## config.mk

```make
export PLATFORM = sky130hd
export DESIGN_NAME = sram_bw_init
export DESIGN_NICKNAME = d
export VERILOG_FILES = /design/src/rtl/sram_pkg.sv /design/src/rtl/sram_clear_fsm.sv /design/src/rtl/sram_bw_init.sv
export SDC_FILE = /design/constraint.sdc
export NUM_CORES = 1
export LEC_CHECK = 0
export ABC_AREA = 1
export ABC_CLOCK_PERIOD_IN_PS = 3800
export CAP_MARGIN = 10
export CORE_MARGIN = 5
export CORE_UTILIZATION = 58
export CTS_CLUSTER_DIAMETER = 150
export DETAILED_ROUTE_END_ITERATION = 8
export PLACE_DENSITY = 0.9
export REMOVE_ABC_BUFFERS = 1
export SYNTH_ARGS = -nofsm -noshare
export SYNTH_HDL_FRONTEND = slang
export SYNTH_HIERARCHICAL = 1
export SYNTH_SLANG_ARGS = --single-unit
export TNS_END_PERCENT = 5
```

## constraint.sdc

```tcl
create_clock -name clk -period 3.8 [get_ports clk]
set_input_delay 0.95 -clock clk [delete_from_list [all_inputs] [get_ports clk]]
set_output_delay 0.95 -clock clk [all_outputs]
set_load 0.05 [all_outputs]
```

## src/rtl/sram_pkg.sv

```systemverilog
// Shared types for the byte-writable SRAM with hardware clear.
// Imported by the clear sequencer and the storage top level.
package sram_pkg;

    typedef enum logic {
        INIT = 1'b0,
        RUN  = 1'b1
    } sram_state_e;

    localparam int BYTE_W = 8;

endpackage

```

## src/rtl/sram_clear_fsm.sv

```systemverilog
// Clear sequencer: walks every word writing zero, then opens the
// request port. A clr pulse in any state restarts the walk at word 0.
module sram_clear_fsm
    import sram_pkg::*;
#(
    parameter int DEPTH  = 8,
    parameter int ADDR_W = $clog2(DEPTH)
) (
    input  logic              clk,
    input  logic              resetn,
    input  logic              clr,
    output logic              init_busy,
    output logic              req_ready,
    output logic              clr_we,
    output logic [ADDR_W-1:0] clr_addr
);

    localparam logic [ADDR_W-1:0] LAST = ADDR_W'(DEPTH - 1);

    sram_state_e       state;
    sram_state_e       state_nxt;
    logic [ADDR_W-1:0] init_ptr;
    logic [ADDR_W-1:0] ptr_nxt;

    always_ff @(posedge clk) begin
        if (!resetn) begin
            state    <= INIT;
            init_ptr <= '0;
        end else begin
            state    <= state_nxt;
            init_ptr <= ptr_nxt;
        end
    end

    always_comb begin
        state_nxt = state;
        ptr_nxt   = init_ptr;
        unique case (state)
            INIT: begin
                if (clr) begin
                    ptr_nxt = '0;
                end else if (init_ptr == LAST) begin
                    state_nxt = RUN;
                    ptr_nxt   = '0;
                end else begin
                    ptr_nxt = init_ptr + 1'b1;
                end
            end
            RUN: begin
                if (clr) begin
                    state_nxt = INIT;
                    ptr_nxt   = '0;
                end
            end
        endcase
    end

    // Gating on resetn keeps the handshake defined before the first edge.
    always_comb begin
        init_busy = !resetn || (state == INIT);
        req_ready = resetn && (state == RUN) && !clr;
        clr_we    = resetn && (state == INIT);
        clr_addr  = init_ptr;
    end

endmodule

```

## src/rtl/sram_bw_init.sv

```systemverilog
// Single-port synchronous SRAM with byte enables, valid/ready requests,
// registered reads and a zeroing sequencer after reset or clr.
module sram_bw_init
    import sram_pkg::*;
#(
    parameter int DATA_W = 32,
    parameter int DEPTH  = 8,
    parameter int ADDR_W = $clog2(DEPTH),
    parameter int BE_W   = DATA_W / 8
) (
    input  logic              clk,
    input  logic              resetn,
    input  logic              clr,
    input  logic              req_valid,
    output logic              req_ready,
    input  logic              we,
    input  logic [BE_W-1:0]   be,
    input  logic [ADDR_W-1:0] add,
    input  logic [DATA_W-1:0] wd,
    output logic [DATA_W-1:0] rd,
    output logic              rd_valid,
    output logic              init_busy
);

    localparam logic [ADDR_W:0] DEPTH_L = (ADDR_W + 1)'(DEPTH);

    logic [DATA_W-1:0] mem [DEPTH];

    logic              clr_we;
    logic [ADDR_W-1:0] clr_addr;
    logic              acc;
    logic              wr_acc;
    logic              rd_acc;
    logic              in_range;

    sram_clear_fsm #(
        .DEPTH  (DEPTH),
        .ADDR_W (ADDR_W)
    ) u_clear (
        .clk       (clk),
        .resetn    (resetn),
        .clr       (clr),
        .init_busy (init_busy),
        .req_ready (req_ready),
        .clr_we    (clr_we),
        .clr_addr  (clr_addr)
    );

    assign acc      = req_valid && req_ready;
    assign wr_acc   = acc && we;
    assign rd_acc   = acc && !we;
    assign in_range = {1'b0, add} < DEPTH_L;

    // Clear writes and accepted writes never coincide: the port is closed in INIT.
    always_ff @(posedge clk) begin
        if (clr_we) begin
            mem[clr_addr] <= '0;
        end else if (wr_acc && in_range) begin
            for (int i = 0; i < BE_W; i++) begin
                if (be[i]) begin
                    mem[add][i*BYTE_W +: BYTE_W] <= wd[i*BYTE_W +: BYTE_W];
                end
            end
        end
    end

    always_ff @(posedge clk) begin
        if (!resetn) begin
            rd       <= '0;
            rd_valid <= 1'b0;
        end else begin
            rd_valid <= rd_acc;
            if (rd_acc) begin
                rd <= in_range ? mem[add] : '0;
            end
        end
    end

endmodule

```

==> results.md, run 1 <==
- CP Capture Type: flip-flop
- Hold crit path type: reg2reg
- Top cell type by total area after synthesis: edfxtp_1
- Dominant synthesized flop cell: edfxtp_1
- Period utilization: 81.10%
- Reg power frac: 54.7%
- Slowest stage delay, CP: 0.51 ns
- Setup WS post-layout: 0.7182 ns
- Setup Skew: 0.01588 ns
- Fmax: 0.3245 GHz
- Max Cap Viol: 0
- Clk sinks: 293
- Clk pwr share: 40.1%
- Netlist cell types: 23
- Setup-failing EPs final: 0
- EDFF count, synth: 256
- Cts hold-fix bufs: 0
- Die area: 23230 um^2
- Post-Place Setup Slack: 0.2406 ns
- NumNets Final: 1158
- Core footprint: 20100 um^2
- Vias: 8211
- Synth top cells by count: nor2_1, edfxtp_1, o21ai_1, o21ai_0, o211ai_1
- Critical path, cell by cell: clkdlybuf4s50_1 > nor2_1 > nand2_1 > o21ai_4 > buf_4 > nand2_2 > nand2_2 > nand3_2 > nor2_1 > buf_4
- Unrepaired setup endpoints after global routing: false
- TritonCTS Buffers: 27
- Die Ht: 152.4 um
- Worst-margin pin slew: 0.7245 ns
- Largest cells by area after synthesis: edfxtp_1, nor2_1, dfxtp_1
- Die width: 152.4 um
- Count of buffer and inverter cells on the critical path: 3
- CP Launch Type: primary input
- Initial Util: 58.51%
- Post-synth ARST share: 0%
- GRT overflow: 0
- First-pass GRT wire length: 44450 um
- Worst Path Required: 4.03 ns
- Post-DP HPWL: 18310 um
- Row count: 52
- Iteration count of the initial detailed-routing pass: 5
- DRC viols: 0
- Net switching power: 1.353 mW
- IO Pins: 79
- Post-layout min period: 3.082 ns
- Critical Path Fanout Max: 24
- Clock latency on the worst-skew pair: 0.53 ns
- Clock H-tree levels: 1
- Pin count of the biggest net entering global routing: 100
- Root Buffer: clkbuf_16
- Pwr dens: 459.2 nW/um^2
- Iteration-0 DRC Markers: 954
- Slew Viols, Final: 0
- Mapped Cells: 1002
- Worst setup path category: in2reg
- GPL Wtd Cong: 0.8442
- Final hold slack: 0.5153 ns
- Switching Fraction: 21.09%
- Setup Fix Bufs, Post-CTS: 0
- Port bufs: 78
- GR Util All Layers: 24.03%
- Final Hold Fails: 0
- # resized after CTS: 0
- Worst Path Arrival: 3.31 ns
- Area grow syn2layout: 18.74%
- Vias in the first global route: 8025
- Part of the power in combinational logic: 5.3%
- Antenna-violating nets left: 0
- CP top delay family: buffers and inverters
- Post-Route WL: 28560 um
- Part of the Yosys area used for sequential elements: 71.64%
- Layout Cells excl Fill: 1402
- Critical-path top delay cell: clkdlybuf4s50_1
- Synth top area share: 65.35%
- Outcome: complete, no violations
- Dpl cells: 1353
- Slew headroom: 51.52%
- Clock Tree Buf Depth: 3
- CTS tree: built
- Mapped cell area: 11760 um^2
- Most frequent cell after synthesis: nor2_1
- P_int: 5.062 mW
- Synthesis Warnings: 6
- Ant diodes: 0
- Synth Area per Inst: 11.74 um^2
- Static leakage: 4.656 nW
- Clk slew on worst S/H paths: 0.06 ns
- Detail-routed via count per cell: 5.857
- Routed WL per cell: 20.37 um
- Max VDD drop: 0.2820 mV
- Initial antenna violation count: 0
- Seq cells post-synth: 293
- Share of cells above drive strength 1: 11.48%
[logic make-up after synthesis]
logic type | after synthesis | synth area share [%]
fa+ha+maj | 2 | 0.2127
flops | 293 | 71.64
simple gates | 336 | 11.38
buf+inv | 106 | 3.903
compound gates | 265 | 12.86
[power groups by stage]
| stage | clock [mW] | sequential (mW) | combinational, mW |
|---|---|---|---|
| after floorplan | 0 | 3.57 | 0.158 |
| after global placement | 0 | 3.57 | 0.316 |
| after detailed placement | 0 | 3.58 | 0.328 |
| after CTS | 2.58 | 3.51 | 0.333 |
| after global routing | 2.72 | 3.51 | 0.367 |
| final | 2.57 | 3.51 | 0.338 |
[registers in the layout, summed over array words and instances (netlist names)]
name	flops
mem	256
rd	32
rd_valid	1
u_clear/clr_addr	3
u_clear/state	1
[path summary, 6_finish.rpt]
path | from | end | slack [ns] | cells past startpoint
max | be[0] | mem[7][25] | 0.72 | 10
min | u_clear/clr_addr[1] | u_clear/clr_addr[1] | 0.52 | 2
max reg2reg | u_clear/state | mem[7][25] | 1.35 | 11
min reg2reg | u_clear/clr_addr[1] | u_clear/clr_addr[1] | 0.52 | 2
[placed cells by master (no fill, tap or decap), types with 10 or more instances in the layout]
cell type        Yosys  final
nor2_1             267    266
edfxtp_1           256    256
o21ai_1             87     87
clkdlybuf4s50_1      0     75
o21ai_0             73     73
o211ai_1            64     64
buf_4                5     64
nand2_1             50     50
inv_1               41     41
a21oi_1             38     38
dfxtp_1             37     37
clkbuf_16            0     27
clkbuf_1            27     10
[worst min-delay path: cells and delay by family, from the launching register on]
kind	cells	cell delay, ns
AO/OA/AOI/OAI	1	0.05
AND/OR/NAND/NOR	1	0.07
flip-flops	1	0.35
[metrics by stage]
| step | utilization, % | TNS, ns | total power, mW | cell area (um^2) |
|---|---|---|---|---|
| 6_report | 69.48 | 0 | 6.415 | 13970 |
| 4_1_cts | 69.48 | 0 | 6.423 | 13970 |
| 2_1_floorplan | - | -49.61 | 3.730 | 11470 |
| 3_3_place_gp | 65.30 | 0 | 3.889 | 13130 |
| 3_5_place_dp | 65.30 | 0 | 3.904 | 13130 |
| 5_1_grt | 69.48 | 0 | 6.596 | 13970 |
[routing by layer]
| layer | share of wire, % | track usage, % | wire, um | up-vias |
|---|---|---|---|---|
| li1 | - | - | - | 3754 |
| met1 | 39 | 32.88 | 11210 | 3913 |
| met2 | 48 | 39.44 | 13810 | 469 |
| met3 | 9.2 | 4.147 | 2618 | 75 |
| met4 | 3.3 | 8.570 | 932 | 0 |
| met5 | 0 | 0 | 0 | - |
[final cells by class]
class	count	area, um^2
Sequential cell	293	8428
Fill cell	1329	6136
Multi-Input combinational cell	603	2884
Timing Repair Buffer	143	1311
Clock buffer	40	754.5
Tap cell	270	337.8
Inverter	44	167.7
Clock inverter	9	85.08
Note: power is estimated with default switching activity, not from simulation.
==> run 2: changes to the inputs <==
ABC_CLOCK_PERIOD_IN_PS = 2500   (was 3800)
CORE_UTILIZATION = 53   (was 58)
PLACE_DENSITY = 0.87   (was 0.9)
clock period = 2.5 ns   (was 3.8 ns; I/O delays follow)
==> results.md, run 2 (synthesis results as in run 1) <==
- Outcome: complete, no violations
- Net switching power: 2.043 mW
- Post-Route WL: 28190 um
- Clk pwr share: 40.6%
- Dpl cells: 1377
- Detail-routed via count per cell: 5.775
- Die Ht: 159.0 um
- Worst reg2reg path endpoint: mem[1][14]
- Commonest non-fill, non-tap cell in the layout: nor2_1
- Critical-path top delay cell: clkdlybuf4s50_1
- Max reg flops: 256
- Clock latency on the worst-skew pair: 0.53 ns
- Final Hold Fails: 0
- Period utilization: 95.75%
- Row count: 54
- Slew Viols, Final: 0
- Reg power frac: 54.0%
- Slew headroom: 47.76%
- Multi-input logic area: 2909 um^2
- Die width: 159.0 um
- Routed WL per cell: 19.78 um
- Static leakage: 4.753 nW
- Clock Tree Buf Depth: 3
- Setup-failing EPs final: 0
- Vias: 8230
- Initial Util: 53.90%
- Commonest non-fill, non-tap cells in the layout: nor2_1, edfxtp_1, o21ai_1
- Placed cell area: 13300 um^2
- Slowest stage delay, CP: 0.84 ns
- CTS tree: built
- Core footprint: 21820 um^2
- Unrepaired setup endpoints after global routing: true
- Clk sinks: 293
- Ant diodes: 0
- Non-Filler Cell Area, Final: 14180 um^2
- Count of buffer and inverter cells on the critical path: 1
- GR Util All Layers: 21.72%
- IO Pins: 79
- Setup Fix Bufs, Post-CTS: 0
- Part of the power in combinational logic: 5.4%
- Cts hold-fix bufs: 0
- Clk slew on worst S/H paths: 0.06 ns
- CP Launch Type: flip-flop
- Clock H-tree levels: 1
- Pwr dens: 696.4 nW/um^2
- Worst Path Arrival: 1.77 ns
- Worst r2r src: u_clear/state
- Die area: 25270 um^2
- Vias in the first global route: 8295
- Share of cells above drive strength 1: 12.84%
- TritonCTS Buffers: 27
- Max Cap Viol: 0
- Critical Path Fanout Max: 2
- Antenna-violating nets left: 0
- Critical Path Stages: 1
- GRT overflow: 0
- Critical path, cell by cell: clkdlybuf4s50_1
- CP startpoint: rd[17]
- Reg-to-reg slack, setup: 0.26 ns
- First-pass GRT wire length: 44570 um
- Iteration count of the initial detailed-routing pass: 6
- Initial antenna violation count: 0
- NumNets Final: 1172
- Iteration-0 DRC Markers: 808
- Switching Fraction: 20.70%
- Port bufs: 78
- Root Buffer: clkbuf_16
- DRC viols: 0
- Post-layout min period: 2.394 ns
- Layout Cells excl Fill: 1425
- CP Capture Type: output pin
- Worst-margin pin slew: 0.7807 ns
- Fmax: 0.4178 GHz
- P_int: 7.829 mW
- Worst setup path category: reg2out
- Post-DP HPWL: 18800 um
- Worst Setup EP: rd[17]
- Setup Skew: 0.009146 ns
- Worst Path Required: 1.88 ns
- Hold crit path type: reg2reg
- Area grow syn2layout: 20.52%
- Max VDD drop: 0.3764 mV
- Reg area: 8428 um^2
- Most flops, register: mem
- GPL Wtd Cong: 0.8129
- CP top delay family: buffers and inverters
- Filler cells: 1483
- R2R depth: 12
- Pin count of the biggest net entering global routing: 75
[run 2: cell types whose count changed in the layout (fill, tap and decap cells not counted), moves of 4 or more]
cell      before  now
nor2_1       266  262
buf_4         64   74
clkbuf_1      10    6
clkinv_1       1    5
buf_12         4    8
nor2_2         0    4
[run 2: area by class of cell]
type	instances	share of cell area (%)
timing repair buffer	157	10.33
clock inverter	14	1.024
multi-input combinational	603	20.52
tap	280	2.471
clock buffer	34	5.022
sequential	293	59.45
inverter	44	1.183
[run 2: how the worst min path moves through the flow]
| stage | start | depth (start not counted) | end |
|---|---|---|---|
| after CTS | u_clear/clr_addr[2] | 2 | u_clear/clr_addr[2] |
| final | u_clear/clr_addr[2] | 2 | u_clear/clr_addr[2] |
| after global placement | u_clear/clr_addr[2] | 2 | u_clear/clr_addr[2] |
| after floorplan | u_clear/clr_addr[1] | 2 | u_clear/clr_addr[1] |
| after detailed placement | u_clear/clr_addr[2] | 2 | u_clear/clr_addr[2] |
| after global routing | u_clear/clr_addr[2] | 2 | u_clear/clr_addr[2] |
[run 2: power groups by stage]
stage	registers [mW]	logic [mW]	clock network (mW)
after floorplan	5.43	0.241	0
after global placement	5.43	0.499	0
after detailed placement	5.44	0.516	0
after CTS	5.33	0.523	4.03
after global routing	5.33	0.574	4.25
final	5.33	0.529	4.01
[run 2: per-stage QoR]
step / setup slack (ns) / power (mW) / hold slack [ns] / util (%) / TNS [ns]
2_1_floorplan: -1.559 / 5.669 / 0.4757 / - / -444.91
3_3_place_gp: -0.5659 / 5.933 / 0.4959 / 60.93 / -210.45
3_5_place_dp: -0.6741 / 5.952 / 0.5036 / 60.93 / -266.58
4_1_cts: 0.1017 / 9.883 / 0.5134 / 64.96 / 0
5_1_grt: -0.002275 / 10.16 / 0.5313 / 64.96 / -0.008588
6_report: 0.1063 / 9.873 / 0.5164 / 64.96 / 0
[run 2: routing by layer]
| layer | up-vias | share of wire [%] | GRT usage, % | wire length, um |
|---|---|---|---|---|
| met5 | - | 0 | 0 | 0 |
| met4 | 0 | 2.9 | 7.484 | 813 |
| met3 | 79 | 10 | 5.643 | 2874 |
| met2 | 439 | 48 | 35.96 | 13660 |
| met1 | 3920 | 38 | 28.10 | 10850 |
| li1 | 3792 | - | - | - |
[run 2: what timing repair did]
action / CTS / global route
endpoints found under the hold margin: 0 / 0
setup endpoints to repair: 272 / 4
gates resized for setup: 7 / 0
